<file path="config.mk">
export PLATFORM = sky130hd
export DESIGN_NAME = seq_ctrl
export DESIGN_NICKNAME = d
export VERILOG_FILES = /design/src/rtl/seq_pkg.sv /design/src/rtl/seq_ctrl_bit_cnt.sv /design/src/rtl/seq_ctrl.sv
export SDC_FILE = /design/constraint.sdc
export NUM_CORES = 1
export LEC_CHECK = 0
export CAP_MARGIN = 40
export CORE_UTILIZATION = 35
export CTS_CLUSTER_SIZE = 40
export DETAILED_ROUTE_END_ITERATION = 8
export PLACE_DENSITY = 0.63
export SYNTH_ARGS = -nofsm -noshare
export SYNTH_HDL_FRONTEND = slang
export SYNTH_SLANG_ARGS = --single-unit
</file>
<file path="constraint.sdc">
create_clock -name i_clk -period 1.5 [get_ports i_clk]
set_input_delay 0.15 -clock i_clk [delete_from_list [all_inputs] [get_ports i_clk]]
set_output_delay 0.15 -clock i_clk [all_outputs]
set_load 0.01 [all_outputs]
</file>
<file path="src/rtl/seq_pkg.sv">
// Shared opcode/state encodings and default widths for the sequencer.
package seq_pkg;

  localparam int unsigned DATA_W_DEF = 8;
  localparam int unsigned ADDR_W_DEF = 3;

  typedef enum logic [1:0] {
    OP_ALU  = 2'b00,
    OP_JMP  = 2'b01,
    OP_JZ   = 2'b10,
    OP_HALT = 2'b11
  } op_e;

  typedef enum logic [2:0] {
    ST_IDLE   = 3'd0,
    ST_FETCH  = 3'd1,
    ST_DECODE = 3'd2,
    ST_EXEC   = 3'd3,
    ST_UPDATE = 3'd4,
    ST_HALT   = 3'd5
  } state_e;

endpackage

</file>
<file path="src/rtl/seq_ctrl_bit_cnt.sv">
// Serial bit counter: synchronous clear, count enable, terminal-count flag.
module bit_cnt #(
  parameter int unsigned N = 8
) (
  input  logic                 i_clk,
  input  logic                 i_rst,
  input  logic                 i_clr,
  input  logic                 i_en,
  output logic [$clog2(N)-1:0] o_cnt,
  output logic                 o_tc
);

  localparam int unsigned CW = $clog2(N);

  logic [CW-1:0] r_cnt;

  assign o_tc  = (r_cnt == CW'(N - 1));
  assign o_cnt = r_cnt;

  always_ff @(posedge i_clk or posedge i_rst) begin
    if (i_rst) begin
      r_cnt <= '0;
    end else if (i_clr) begin
      r_cnt <= '0;
    end else if (i_en) begin
      r_cnt <= o_tc ? '0 : r_cnt + CW'(1);
    end
  end

endmodule

</file>
<file path="src/rtl/seq_ctrl.sv">
// Multi-cycle sequencer for a bit-serial datapath: fetch, decode, serial exec, PC update.
module seq_ctrl
  import seq_pkg::*;
#(
  parameter int unsigned DATA_W = DATA_W_DEF,
  parameter int unsigned ADDR_W = ADDR_W_DEF
) (
  input  logic                      i_clk,
  input  logic                      i_rst,
  input  logic                      i_start,
  input  logic [ADDR_W-1:0]         i_addr_pc,
  input  logic [1:0]                i_op,
  input  logic [ADDR_W-1:0]         i_target,
  input  logic                      i_zero,
  output logic                      o_con_incr,
  output logic [ADDR_W-1:0]         o_addr_pcin,
  output logic                      o_ir_load,
  output logic                      o_shift_en,
  output logic [$clog2(DATA_W)-1:0] o_bit_idx,
  output logic                      o_busy,
  output logic                      o_halted
);

  localparam int unsigned IW = $clog2(DATA_W);

  state_e            r_state;
  op_e               r_op;
  logic [ADDR_W-1:0] r_target;
  logic [IW-1:0]     w_cnt;
  logic              w_tc;
  logic              w_exec;

  assign w_exec = (r_state == ST_EXEC);

  // Counter is held clear outside EXEC so every ALU instruction starts at bit 0.
  bit_cnt #(.N(DATA_W)) u_bit_cnt (
    .i_clk (i_clk),
    .i_rst (i_rst),
    .i_clr (!w_exec),
    .i_en  (w_exec),
    .o_cnt (w_cnt),
    .o_tc  (w_tc)
  );

  always_ff @(posedge i_clk or posedge i_rst) begin
    if (i_rst) begin
      r_state  <= ST_IDLE;
      r_op     <= OP_ALU;
      r_target <= '0;
    end else begin
      case (r_state)
        ST_IDLE:   if (i_start) r_state <= ST_FETCH;
        ST_FETCH:  r_state <= ST_DECODE;
        ST_DECODE: begin
          r_op     <= op_e'(i_op);
          r_target <= i_target;
          case (op_e'(i_op))
            OP_ALU:        r_state <= ST_EXEC;
            OP_JMP, OP_JZ: r_state <= ST_UPDATE;
            OP_HALT:       r_state <= ST_HALT;
          endcase
        end
        ST_EXEC:   if (w_tc) r_state <= ST_UPDATE;
        ST_UPDATE: r_state <= ST_FETCH;
        ST_HALT:   r_state <= ST_HALT;
        default:   r_state <= ST_IDLE;
      endcase
    end
  end

  always_comb begin
    o_con_incr  = 1'b0;
    o_addr_pcin = '0;
    o_ir_load   = 1'b0;
    o_shift_en  = 1'b0;
    o_bit_idx   = '0;
    o_busy      = (r_state != ST_IDLE) && (r_state != ST_HALT);
    o_halted    = (r_state == ST_HALT);
    case (r_state)
      ST_FETCH: o_ir_load = 1'b1;
      ST_EXEC: begin
        o_shift_en = 1'b1;
        o_bit_idx  = w_cnt;
      end
      ST_UPDATE: begin
        o_con_incr = 1'b1;
        if (r_op == OP_JMP || (r_op == OP_JZ && i_zero))
          o_addr_pcin = r_target;
        else
          o_addr_pcin = i_addr_pc + ADDR_W'(1);
      end
      default: ;
    endcase
  end

endmodule

</file>
# After elaboration in Yosys (flattened, before gate mapping)
# Index checks and enable logic that the tools add are counted.
# op_classes
addsub,2
n_eq_ne,14
n_mux,12
n_reduce_logical,8
# op_table
cell,count
two-way mux 3 bit,7
one-hot mux 3 bit (6 select lines),1
equality test 3 bit (second input constant),3
one-hot mux 3 bit (3 select lines),1
adder 3 x 1 -> 3 bit (second input constant),2
equality test 2 bit (second input constant),3
equality test 3 x 2 -> 1 bit (second input constant),2
equality test 2 x 1 -> 1 bit (second input constant),2
inequality test 2 bit (second input constant),2
equality test 3 x 1 -> 1 bit (second input constant),1
logical NOT 3 bit,1
two-way mux 1 bit,3
inequality test 3 bit (second input constant),1
nonzero test 3 bit,1
logical AND 1 bit,2
logical NOT 2 bit,1
AND reduction 2 bit,1
OR reduction 2 bit,1
logical OR 1 bit,1
# word_totals
reg_bits,11
in_bits,12
out_inout_bits,11
wordCells,40

# Depth between registers and ports, before layout
# depth
word_depth,5
ltp_mapped,5
ltp_nobuf,5

# Cells and area by module
# Synthesis repeated with hierarchy kept, for this count alone.
# unflattened
cells_unflattened,68
hier_area_um2,709.4
# modules_own_cells
module,instances,cells_per_inst,area_each_um2
seq_ctrl,1,55,554.3
bit_cnt,1,13,155.1

# Worst setup path before layout
# Ideal clock, no wire load.
# synth_timing
path_type,register -> output
startpoint,reg r_state[1]
endpoint,out o_addr_pcin[1]
t_arrival_ps,1070
slack_ps,280
path_stages_with_launch,5
cell_sequence,dfrtp_1 > buf_6 > nor3b_4 > nand2_1 > o21ai_1
# synth_via
elab_chain_len,2
# synth_rtl
item,line_no,text
from (decl),seq_ctrl.sv:26,state_e r_state;
from (signal assigned),seq_ctrl.sv:47,r_state <= ST_IDLE;
from (signal assigned),seq_ctrl.sv:52,ST_IDLE: if (i_start) r_state <= ST_FETCH;
from (signal assigned),seq_ctrl.sv:53,ST_FETCH: r_state <= ST_DECODE;
equality test 3 bit,seq_ctrl.sv:79,case (r_state)
two-way mux 3 bit,seq_ctrl.sv:79,
to (decl),seq_ctrl.sv:16,"output logic [ADDR_W-1:0] o_addr_pcin,"
# Every way passes these cells.

# Final worst setup path
# Same ends and word-level chain as after synthesis.

==> impl_results.md <==
* Outcome: complete, but fails checks
* Violated checks: negative setup slack
* Most common cell in the netlist: dfrtp_1
* Slew HR at 71.9%
* Final setup vio count at 3
* Die Ht at 47.0 microns
* Setup TNS at -0.0563 ns
* Core area at 1800 sq um
* Highest Signal Layer: met4
* Synth Area in Compound Gates at 8.48%
* Max Buffers Root-to-Sink at 2
* Most used DFF post-synth: dfrtp_1
* Final Max Slew Viols at 0
* WS Path Type: flop to output port
* Post-synthesis simple-gate area fraction at 25.6%
* Met2 wire len at 780 microns
* Drt total wl at 1490 microns
* Ant. Diodes at 0
* Peak VDD IR at 0.000809 V
* Share of cells above drive strength 1 at 52.3%
* Ys Warns at 0
* Clk pin slew, worst setup/hold paths at 0.07 ns
* Gate Count Post-Synth at 64
* Total track usage at 15.0%
* Largest family of logic cells by synthesized area: simple AND/OR/NAND/NOR gates
* Die Span X at 47.0 microns
* Max-Cap Viols at 0
* Root buffer cell: clkbuf_4
* Crit path DAT at 1.37 ns
* CTS sink count at 11
* Num rows at 15
* Peak fanout along the critical path at 4
* Final net count at 126
* Post-layout min period at 1.52 ns
* Post-synth EDFFs at 0
* Depth of the CTS H-tree at 1
* DR iter-0 viols at 6
* Vias in the first global route at 551
* WL met3 at 44 microns
* Clk_lat worst skew at 0.26 ns
* Initial Util at 39.3%
* Synth area leaders: dfrtp_1 39%, mux2_2 8.0%, ha_1 7.1%
* Layout area overhead at 59.5%
* Setup ws final at -0.0202 ns
* Dpl cells at 120
* DP Wirelength at 1060 microns
* Fin crit share at 101%
* Post-route ant nets at 0
* CTS Buf Count at 3
* Met1 wire length at 658 microns
* Mux cell area share after synthesis at 10.1%
* Fmax at 658 MHz
* Post-Synthesis Cell Area at 708 sq um
* Register area at 278 sq um
* Synth Area in Adders at 7.07%
* Final Cell Area at 1130 sq um
* Seq/Total Area, Yosys at 38.9%
* #FFs+latches synth at 11
* XOR/XNOR Fraction of Synth Area at 2.47%
* IO Count at 23
* Count of cell types in the netlist at 28
* Placed Area at 1020 sq um
* Clk_skew at 0.00265 ns
* Via/cell ratio at 4.57
* Final std cells w/o fill at 134
* Final-layout fill cell count at 171
* Post-route DRC at 0
* Type of the worst min-delay path: input port to async pin
* Post-synth ARST share at 100%
* Congestion Overflow GR at 0
* Pwr dens at 1650 nW/um^2
* Final Hold Viols at 0
* Wire per inst at 11.1 microns
* Worst endpoint required time at 1.35 ns
* Setup crit end kind: output port
* Synth area leader: dfrtp_1
* Share of the synthesized area in the top cell type at 38.9%
* Largest net degree at the start of global routing at 12
* Post-Syn Area per Cell at 11.1 sq um
* Port-buffer cells at 22
* CTS tree: built
* Initial antenna violation count at 0
* Area occupied by multi-input gates at 417 sq um
* Leakage at 0.595 nW
* Syn_nets at 80
* Drt first pass iters at 3
* RSZ-0062 raised after global routing: yes
* Via count at 612
* DIE AREA at 2210 sq um
* Critical path startpoint category: flop
* Most instantiated cells after synthesis: 11 x dfrtp_1, 5 x inv_1, 5 x mux2_2
* Worst Tran Pin Value at 0.421 ns
* First-pass GRT wire length at 2330 microns
* Routability congestion estimate at 0.671
flip-flops by register name (all words and copies together) (netlist names):
name / count
u_bit_cnt.o_cnt: 3
r_state: 3
r_op: 2
r_target: 3
repair_timing:
item,in CTS,in global routing
setup buffers,7,3
hold buffers,0,0
gates resized for setup,40,16
endpoints found under the setup margin,11,9
pin swaps,2,2
power breakdown:
group / leakage, nW / internal, mW / switching, mW
logic: 0.445 / 0.682 / 0.463
clock network: 0.0150 / 0.103 / 0.0877
registers: 0.135 / 0.423 / 0.106
total: 0.595 / 1.21 / 0.657
layout make-up:
cell class,instances,share of cell area [%]
Timing Repair Buffer,44,31.8
Clock buffer,4,2.33
Inverter,5,1.66
Sequential cell,11,24.6
Multi-Input combinational cell,45,36.9
Tap cell,25,2.77
worst paths after layout:
kind | start | endpoint | slack [ns] | cells past startpoint
worst min register to register | u_bit_cnt.o_cnt[0] | u_bit_cnt.o_cnt[0] | 0.47 | 1
worst max register to register | r_state[2] | r_op[1] | 0.07 | 5
worst min-delay path | i_rst | u_bit_cnt.o_cnt[1] | 0.18 | 2
worst max-delay path | r_state[1] | o_addr_pcin[1] | -0.02 | 5
min in group i_clk | u_bit_cnt.o_cnt[0] | u_bit_cnt.o_cnt[0] | 0.47 | 1
max in group asynchronous | i_rst | r_state[0] | 1.00 | 2
critical path, stage by stage (launching register included):
cell and delay [ns]:
dfrtp_2 0.43, nor3b_4 0.22, buf_6 0.14, nand4_1 0.11, o21ai_2 0.07, buf_2 0.13
stage by stage:
stage	util (%)	power, mW	hold slack (ns)	setup slack (ns)
floorplan	-	1.13	0.00244	0.280
global placement	56.4	1.49	0.461	-0.314
detailed placement	56.4	1.50	0.466	-0.319
CTS	59.4	1.79	0.187	-0.0310
global route	62.7	2.02	0.214	-0.114
finish	62.7	1.86	0.183	-0.0202
cell usage in the layout, fill, tap and decap left out, drive strengths merged:
| cell | n |
|---|---|
| a21o | 1 |
| a21oi | 2 |
| and2 | 1 |
| and3 | 4 |
| buf | 31 |
| clkbuf | 5 |
| clkdlybuf4s15 | 1 |
| clkdlybuf4s50 | 11 |
| dfrtp | 11 |
| ha | 4 |
| inv | 5 |
| mux2 | 6 |
| nand2 | 5 |
| nand2b | 3 |
| nand3 | 3 |
| nand3b | 1 |
| nand4 | 1 |
| nor2 | 1 |
| nor2b | 1 |
| nor3 | 2 |
| nor3b | 3 |
| o211a | 2 |
| o21ai | 2 |
| o22ai | 1 |
| xnor2 | 2 |
metal layers:
layer	vias to the layer above	track usage (%)
li1	315	-
met1	285	21.4
met2	10	21.7
met3	2	2.31
met4	0	8.57
met5	-	0
logic make-up after synthesis:
| family | count (synthesis) |
|---|---|
| multiplexers | 6 |
| AND/OR/NAND/NOR | 25 |
| adder cells (fa/ha/maj) | 4 |
| flip-flops | 11 |
| XOR/XNOR | 2 |
| AO/OA/AOI/OAI | 8 |
| buffers and inverters | 8 |
Note: power is estimated with default switching activity, not from simulation.
